<file path="config.mk">
export PLATFORM = sky130hd
export DESIGN_NAME = mmio_responder
export DESIGN_NICKNAME = d
export VERILOG_FILES = /design/src/rtl/mmio_responder.sv
export SDC_FILE = /design/constraint.sdc
export NUM_CORES = 1
export LEC_CHECK = 0
export CAP_MARGIN = 20
export CORE_MARGIN = 4
export CORE_UTILIZATION = 55
export DETAILED_ROUTE_END_ITERATION = 7
export GPL_TIMING_DRIVEN = 0
export MAX_ROUTING_LAYER = met4
export PLACE_DENSITY = 0.79
export SETUP_SLACK_MARGIN = 0.4
export SLEW_MARGIN = 20
export SYNTH_ARGS = -nofsm -noshare
export SYNTH_HDL_FRONTEND = slang
export SYNTH_SLANG_ARGS = --single-unit
</file>
<file path="constraint.sdc">
create_clock -name clk -period 4.15 [get_ports clk]
set_input_delay 1.0375 -clock clk [delete_from_list [all_inputs] [get_ports clk]]
set_output_delay 1.0375 -clock clk [all_outputs]
set_load 0.05 [all_outputs]
</file>
<file path="src/rtl/mmio_responder.sv">
// Memory-mapped I/O responder for the upper half of the CPU data address space.
// Owns the LED register, synchronized switches, a periodic timer and a TX FIFO.
module mmio_responder #(
  parameter int data_width = 16,
  parameter int fifo_depth = 4
) (
  input  logic                  clk,
  input  logic                  reset,
  input  logic [1:0]            mem_cmd,
  input  logic [8:0]            mem_addr,
  input  logic [data_width-1:0] din,
  input  logic [7:0]            SW,
  input  logic                  tx_ready,
  output logic [data_width-1:0] rdata,
  output logic                  rhit,
  output logic [7:0]            LEDR,
  output logic [data_width-1:0] tx_data,
  output logic                  tx_valid,
  output logic                  irq
);

  localparam int ptr_w = $clog2(fifo_depth);
  localparam int cnt_w = ptr_w + 1;
  localparam logic [cnt_w-1:0] depth_c = cnt_w'(fifo_depth);

  localparam logic [1:0] cmd_mwrite = 2'b01;
  localparam logic [1:0] cmd_mread  = 2'b11;

  localparam logic [8:0] addr_led    = 9'h100;
  localparam logic [8:0] addr_sw     = 9'h140;
  localparam logic [8:0] addr_timer  = 9'h180;
  localparam logic [8:0] addr_tstat  = 9'h181;
  localparam logic [8:0] addr_txdata = 9'h1C0;
  localparam logic [8:0] addr_txstat = 9'h1C1;

  // ---------------------------------------------------------------------------
  // Bus decode and single-shot write strobe
  // ---------------------------------------------------------------------------
  logic       is_write;
  logic       is_read;
  logic       prev_write;
  logic [8:0] prev_addr;
  logic       strobe;

  assign is_write = (mem_cmd == cmd_mwrite);
  assign is_read  = (mem_cmd == cmd_mread);

  // A held MWRITE to one address is a single access; only its first cycle acts.
  assign strobe = is_write && !(prev_write && (prev_addr == mem_addr));

  logic wr_led;
  logic wr_timer;
  logic wr_tstat;
  logic wr_txdata;
  logic wr_txstat;

  assign wr_led    = strobe && (mem_addr == addr_led);
  assign wr_timer  = strobe && (mem_addr == addr_timer);
  assign wr_tstat  = strobe && (mem_addr == addr_tstat);
  assign wr_txdata = strobe && (mem_addr == addr_txdata);
  assign wr_txstat = strobe && (mem_addr == addr_txstat);

  // NOTE: every clocked process uses non-blocking (<=) assignments so all
  // registers sample the pre-edge values, independent of process ordering.
  always_ff @(posedge clk or negedge reset) begin
    if (!reset) begin
      prev_write <= 1'b0;
      prev_addr  <= '0;
    end else begin
      prev_write <= is_write;
      prev_addr  <= mem_addr;
    end
  end

  // ---------------------------------------------------------------------------
  // LED register and switch synchronizer
  // ---------------------------------------------------------------------------
  logic [7:0] led_q;
  logic [7:0] sw_meta;
  logic [7:0] sw_sync;

  always_ff @(posedge clk or negedge reset) begin
    if (!reset) begin
      led_q   <= '0;
      sw_meta <= '0;
      sw_sync <= '0;
    end else begin
      if (wr_led) led_q <= din[7:0];
      sw_meta <= SW;
      sw_sync <= sw_meta;
    end
  end

  assign LEDR = led_q;

  // ---------------------------------------------------------------------------
  // Periodic down-counter timer
  // ---------------------------------------------------------------------------
  logic [15:0] t_count;
  logic [15:0] t_reload;
  logic        t_enabled;
  logic        t_expire;
  logic        expired;

  assign t_enabled = (t_reload != 16'd0);
  // A timer write on the would-be reload edge restarts without expiring.
  assign t_expire  = t_enabled && (t_count == 16'd1) && !wr_timer;

  always_ff @(posedge clk or negedge reset) begin
    if (!reset) begin
      t_count  <= '0;
      t_reload <= '0;
    end else if (wr_timer) begin
      t_count  <= din[15:0];
      t_reload <= din[15:0];
    end else if (t_expire) begin
      t_count <= t_reload;
    end else if (t_enabled && (t_count != 16'd0)) begin
      t_count <= t_count - 16'd1;
    end
  end

  // Setting the flag outranks a simultaneous software clear.
  always_ff @(posedge clk or negedge reset) begin
    if (!reset) begin
      expired <= 1'b0;
    end else if (t_expire) begin
      expired <= 1'b1;
    end else if (wr_tstat && din[0]) begin
      expired <= 1'b0;
    end
  end

  assign irq = expired;

  // ---------------------------------------------------------------------------
  // Transmit FIFO
  // ---------------------------------------------------------------------------
  logic [data_width-1:0] fifo_mem [fifo_depth];
  logic [ptr_w-1:0]      rd_ptr;
  logic [ptr_w-1:0]      wr_ptr;
  logic [cnt_w-1:0]      fifo_cnt;
  logic                  overflow;
  logic                  fifo_empty;
  logic                  fifo_full;
  logic                  pop;
  logic                  push;
  logic                  drop;

  assign fifo_empty = (fifo_cnt == '0);
  assign fifo_full  = (fifo_cnt == depth_c);
  assign pop        = tx_valid && tx_ready;
  // A pop in the same cycle frees the slot, so a full FIFO still accepts.
  assign push       = wr_txdata && (!fifo_full || pop);
  assign drop       = wr_txdata && !push;

  // NOTE: the storage array has no reset; entries are only observable through
  // tx_data, which is forced to zero while the FIFO is empty.
  always_ff @(posedge clk) begin
    if (push) fifo_mem[wr_ptr] <= din;
  end

  always_ff @(posedge clk or negedge reset) begin
    if (!reset) begin
      rd_ptr   <= '0;
      wr_ptr   <= '0;
      fifo_cnt <= '0;
    end else begin
      if (push) wr_ptr <= wr_ptr + 1'b1;
      if (pop)  rd_ptr <= rd_ptr + 1'b1;
      if (push && !pop)      fifo_cnt <= fifo_cnt + 1'b1;
      else if (pop && !push) fifo_cnt <= fifo_cnt - 1'b1;
    end
  end

  always_ff @(posedge clk or negedge reset) begin
    if (!reset) begin
      overflow <= 1'b0;
    end else if (drop) begin
      overflow <= 1'b1;
    end else if (wr_txstat && din[2]) begin
      overflow <= 1'b0;
    end
  end

  assign tx_valid = !fifo_empty;
  assign tx_data  = tx_valid ? fifo_mem[rd_ptr] : '0;

  // ---------------------------------------------------------------------------
  // Read mux
  // ---------------------------------------------------------------------------
  // NOTE: both outputs get a default before the case so no path through this
  // block leaves them unassigned, which would otherwise infer latches.
  always_comb begin
    rdata = '0;
    rhit  = 1'b0;
    if (is_read) begin
      case (mem_addr)
        addr_led: begin
          rhit       = 1'b1;
          rdata[7:0] = led_q;
        end
        addr_sw: begin
          rhit       = 1'b1;
          rdata[7:0] = sw_sync;
        end
        addr_timer: begin
          rhit        = 1'b1;
          rdata[15:0] = t_count;
        end
        addr_tstat: begin
          rhit     = 1'b1;
          rdata[0] = expired;
        end
        addr_txdata: begin
          rhit = 1'b1;
        end
        addr_txstat: begin
          rhit             = 1'b1;
          rdata[0]         = fifo_empty;
          rdata[1]         = fifo_full;
          rdata[2]         = overflow;
          rdata[3 +: cnt_w] = fifo_cnt;
        end
        default: begin
          rhit = 1'b0;
        end
      endcase
    end
  end

endmodule

</file>
==> metrics <==
status complete, no violations; leakage 3.26 nW; top cells by area, synth edfxtp_1 (30%), dfrtp_1 (29%), mux4_2 (5.6%), nand2_1 (3.0%), and2_1 (2.9%); routability cong. 0.961; cell count after synthesis 501; Post-Layout Inst Area 8390 um^2; cell area after synthesis 6410 um^2; Netlist cell types 61; data required time of the critical path 3110 ps; achievable clock frequency 245 MHz; ratio of cells with drive above 1 in the final layout 0.258; pin count of the biggest net entering global routing 55; count of nets left with antenna violations after detail routing 0; most used flip-flop cell after synthesis dfrtp_1; Async SR Flop Fraction 0.540; dpl hpwl 11500 um; max-capacitance violation count 0; critical setup path kind primary input to output pin; number of design-rule violations left by the first detailed-router iteration 449; Wirelength per Cell 21.8 um; number of primary I/O pins 81; count of TritonRoute iterations in the first routing pass 5; unrepaired setup endpoints after global routing true; reg-to-reg critical path endpoint fifo_cnt[1]; source-to-sink clock delay at the later pin of the worst-skew pair 430 ps; slew margin rel. 0.532; arrival time of the worst setup path 3050 ps; post-synthesis cell type with the largest combined area edfxtp_1; standard cell with the maximum stage delay on the critical path or4_4; sum of buffers and inverters on the critical path 5; transition time at the pin with the least slew margin 696 ps; final WL 16700 um; maximum single-stage delay on the critical path 520 ps; max-slew violation count 0; total of flip-flops plus latches after synthesis 139; H-tree level count 4; # port buffers 80; placed cell areas 7550 um^2; crit path to rdata[5]; CP Max Fanout 8; via count of the routed design 4634; Period Utilization, post-route 0.985; Worst R2R Path Depth 10; vias per cell 6.03; Post-Synthesis Net Count 547; overall routing resource usage 0.275; R2R setup slack 1280 ps; area of the die 13400 um^2; ant diodes 0; crit path capture type output pin; NumNets Final 658; Stages on worst setup path 10; clock buffer depth 2; vias in the first global route 4832; first-pass GRT wire length 26400 um; number of antenna violations at the first check in global routing 0; category of cells accounting for the largest share of critical-path delay simple AND/OR/NAND/NOR gates; sequential fraction of the synthesis area 0.593; effective utilization at floorplan 0.561; Critical R2R Launch prev_addr[6]; relative area change from synthesis to final layout 30.8%; Pwr Total 4.49 mW; worst ir drop on vdd 635 uV; number of hold buffers added after cts 0; launch point of the critical path mem_addr[3]; crit start category primary input; most numerous cell on the critical path buf_8; die width 116 um; number of buffers inserted during clock tree synthesis 17; Hold Crit Class flop to flop; filler instances 740; minimum clock period 4090 ps; TritonCTS clock tree yes; number of hold violations in the final report 0; Rows 39; Clock Tree Root clkbuf_16; Core ar. 11400 um^2; area occupied by multi-input gates 2620 um^2; post-detailed-route DRC marker count 0; Overflow after GRT 0; Setup Viol. Count Final 0; power per cell area 536 nW/um^2; average size of a mapped cell 12.8 um^2; share of the core filled with cells 0.734; hold depth 0; Yosys top cell area share 0.300; total number of clock tree sinks 139; sequential standard cell area 3800 um^2; clock edge transition at the registers on the reported setup and hold paths 60 ps; Worst Clk Skew 7.64 ps; min setup slack post-route 62.9 ps; number of synthesized flops with an enable pin 64; setup TNS 0 ps; CP Cell Sequence buf_8, or4_4, or2_1, buf_6, nor4b_4, buf_4, buf_8, a222oi_1, nor2_4, buf_8; vertical extent of the die 116 um; pre-CTS setup slack -1150 ps; synth warn 0
metal layers:
metal  share of wire  up-vias  track usage  wire, um
li1                -     2098            -         -
met4           0.024        0        0.108       396
met2            0.51      192        0.436      8590
met3           0.059       35       0.0601       993
met1            0.40     2309        0.349      6730
met5               0        -            -         0
registers in the layout, summed over array words and instances, names as in the netlist:
signal	count
prev_addr	9
LEDR	8
sw_sync	8
t_count	16
sw_meta	8
prev_write	1
fifo_cnt	3
fifo_mem	64
irq	1
wr_ptr	2
overflow	1
rd_ptr	2
t_reload	16
per-stage QoR:
| step | hold WS (ps) | cells |
|---|---|---|
| floorplan | 331 | 501 |
| global placement | 332 | 724 |
| detailed placement | 340 | 725 |
| CTS | 352 | 766 |
| global route | 356 | 768 |
| finish | 349 | 768 |
kinds of logic (layout without fill, tap and decap cells):
family,count (synthesis),count (layout),share of synthesized area
adder cells (fa/ha/maj),8,8,0.0168
AO/OA/AOI/OAI,70,70,0.0773
XOR/XNOR,17,17,0.0232
buffers and inverters,37,161,0.0271
multiplexers,35,35,0.0894
AND/OR/NAND/NOR,195,195,0.174
flip-flops,139,139,0.593
synthesized netlist by cell type (4+ instances only):
| cell | count |
|---|---|
| dfrtp_1 | 75 |
| edfxtp_1 | 64 |
| nand2_1 | 51 |
| and2_1 | 30 |
| nor2_1 | 21 |
| a21oi_1 | 17 |
| mux4_2 | 16 |
| clkbuf_1 | 13 |
| nand3_1 | 13 |
| inv_1 | 12 |
| nor4_1 | 11 |
| mux2_1 | 10 |
| xor2_1 | 10 |
| mux2_2 | 8 |
| nand4_1 | 8 |
| nor3_1 | 8 |
| and3_1 | 7 |
| buf_2 | 7 |
| ha_1 | 7 |
| nand2b_1 | 7 |
| o31ai_1 | 7 |
| xnor2_1 | 7 |
| a22oi_1 | 6 |
| a31oi_1 | 6 |
| o21ai_0 | 6 |
| and4_1 | 5 |
| nand2_2 | 5 |
| or3_1 | 5 |
| nor4_2 | 4 |
| nor4b_1 | 4 |
placed cells by master (no fill, tap or decap), types with 10 or more instances in the layout:
cell             instances
dfrtp_1                 75
edfxtp_1                64
nand2_1                 47
clkdlybuf4s50_1         47
and2_1                  18
clkbuf_16               18
nor2_1                  17
mux4_2                  16
buf_8                   14
a21oi_1                 14
nand3_1                 13
inv_1                   12
buf_4                   11
nor4_1                  11
xor2_1                  10
buf_6                   10
clkbuf_1                10
mux2_1                  10
where the power goes:
group	switching [mW]	internal (mW)	total (mW)
registers	0.105	1.53	1.63
logic	0.811	0.518	1.33
clock network	0.593	0.940	1.53
total	1.51	2.98	4.49
final cells by class:
cell class,count,share of cell area
timing repair buffer,92,0.117
multi-input combinational,325,0.312
inverter,12,0.00537
clock inverter,12,0.0158
buffer,25,0.0194
sequential,139,0.453
clock buffer,20,0.0558
tap,143,0.0213
how the worst min path moves through the flow:
stage | startpoint | endpoint | slack (ps)
2_1_floorplan | sw_meta[0] | sw_sync[0] | 330
3_3_place_gp | sw_meta[7] | sw_sync[7] | 330
3_5_place_dp | sw_meta[6] | sw_sync[6] | 340
4_1_cts | sw_meta[2] | sw_sync[2] | 350
5_1_grt | sw_meta[7] | sw_sync[7] | 360
6_report | sw_meta[6] | sw_sync[6] | 350
what timing repair did:
item                       CTS  global route
gates resized for setup    165            24
pin swaps                   14            11
setup endpoints to repair   99            82
buffers inserted             9             2
Power figures use the tool's default switching activity.
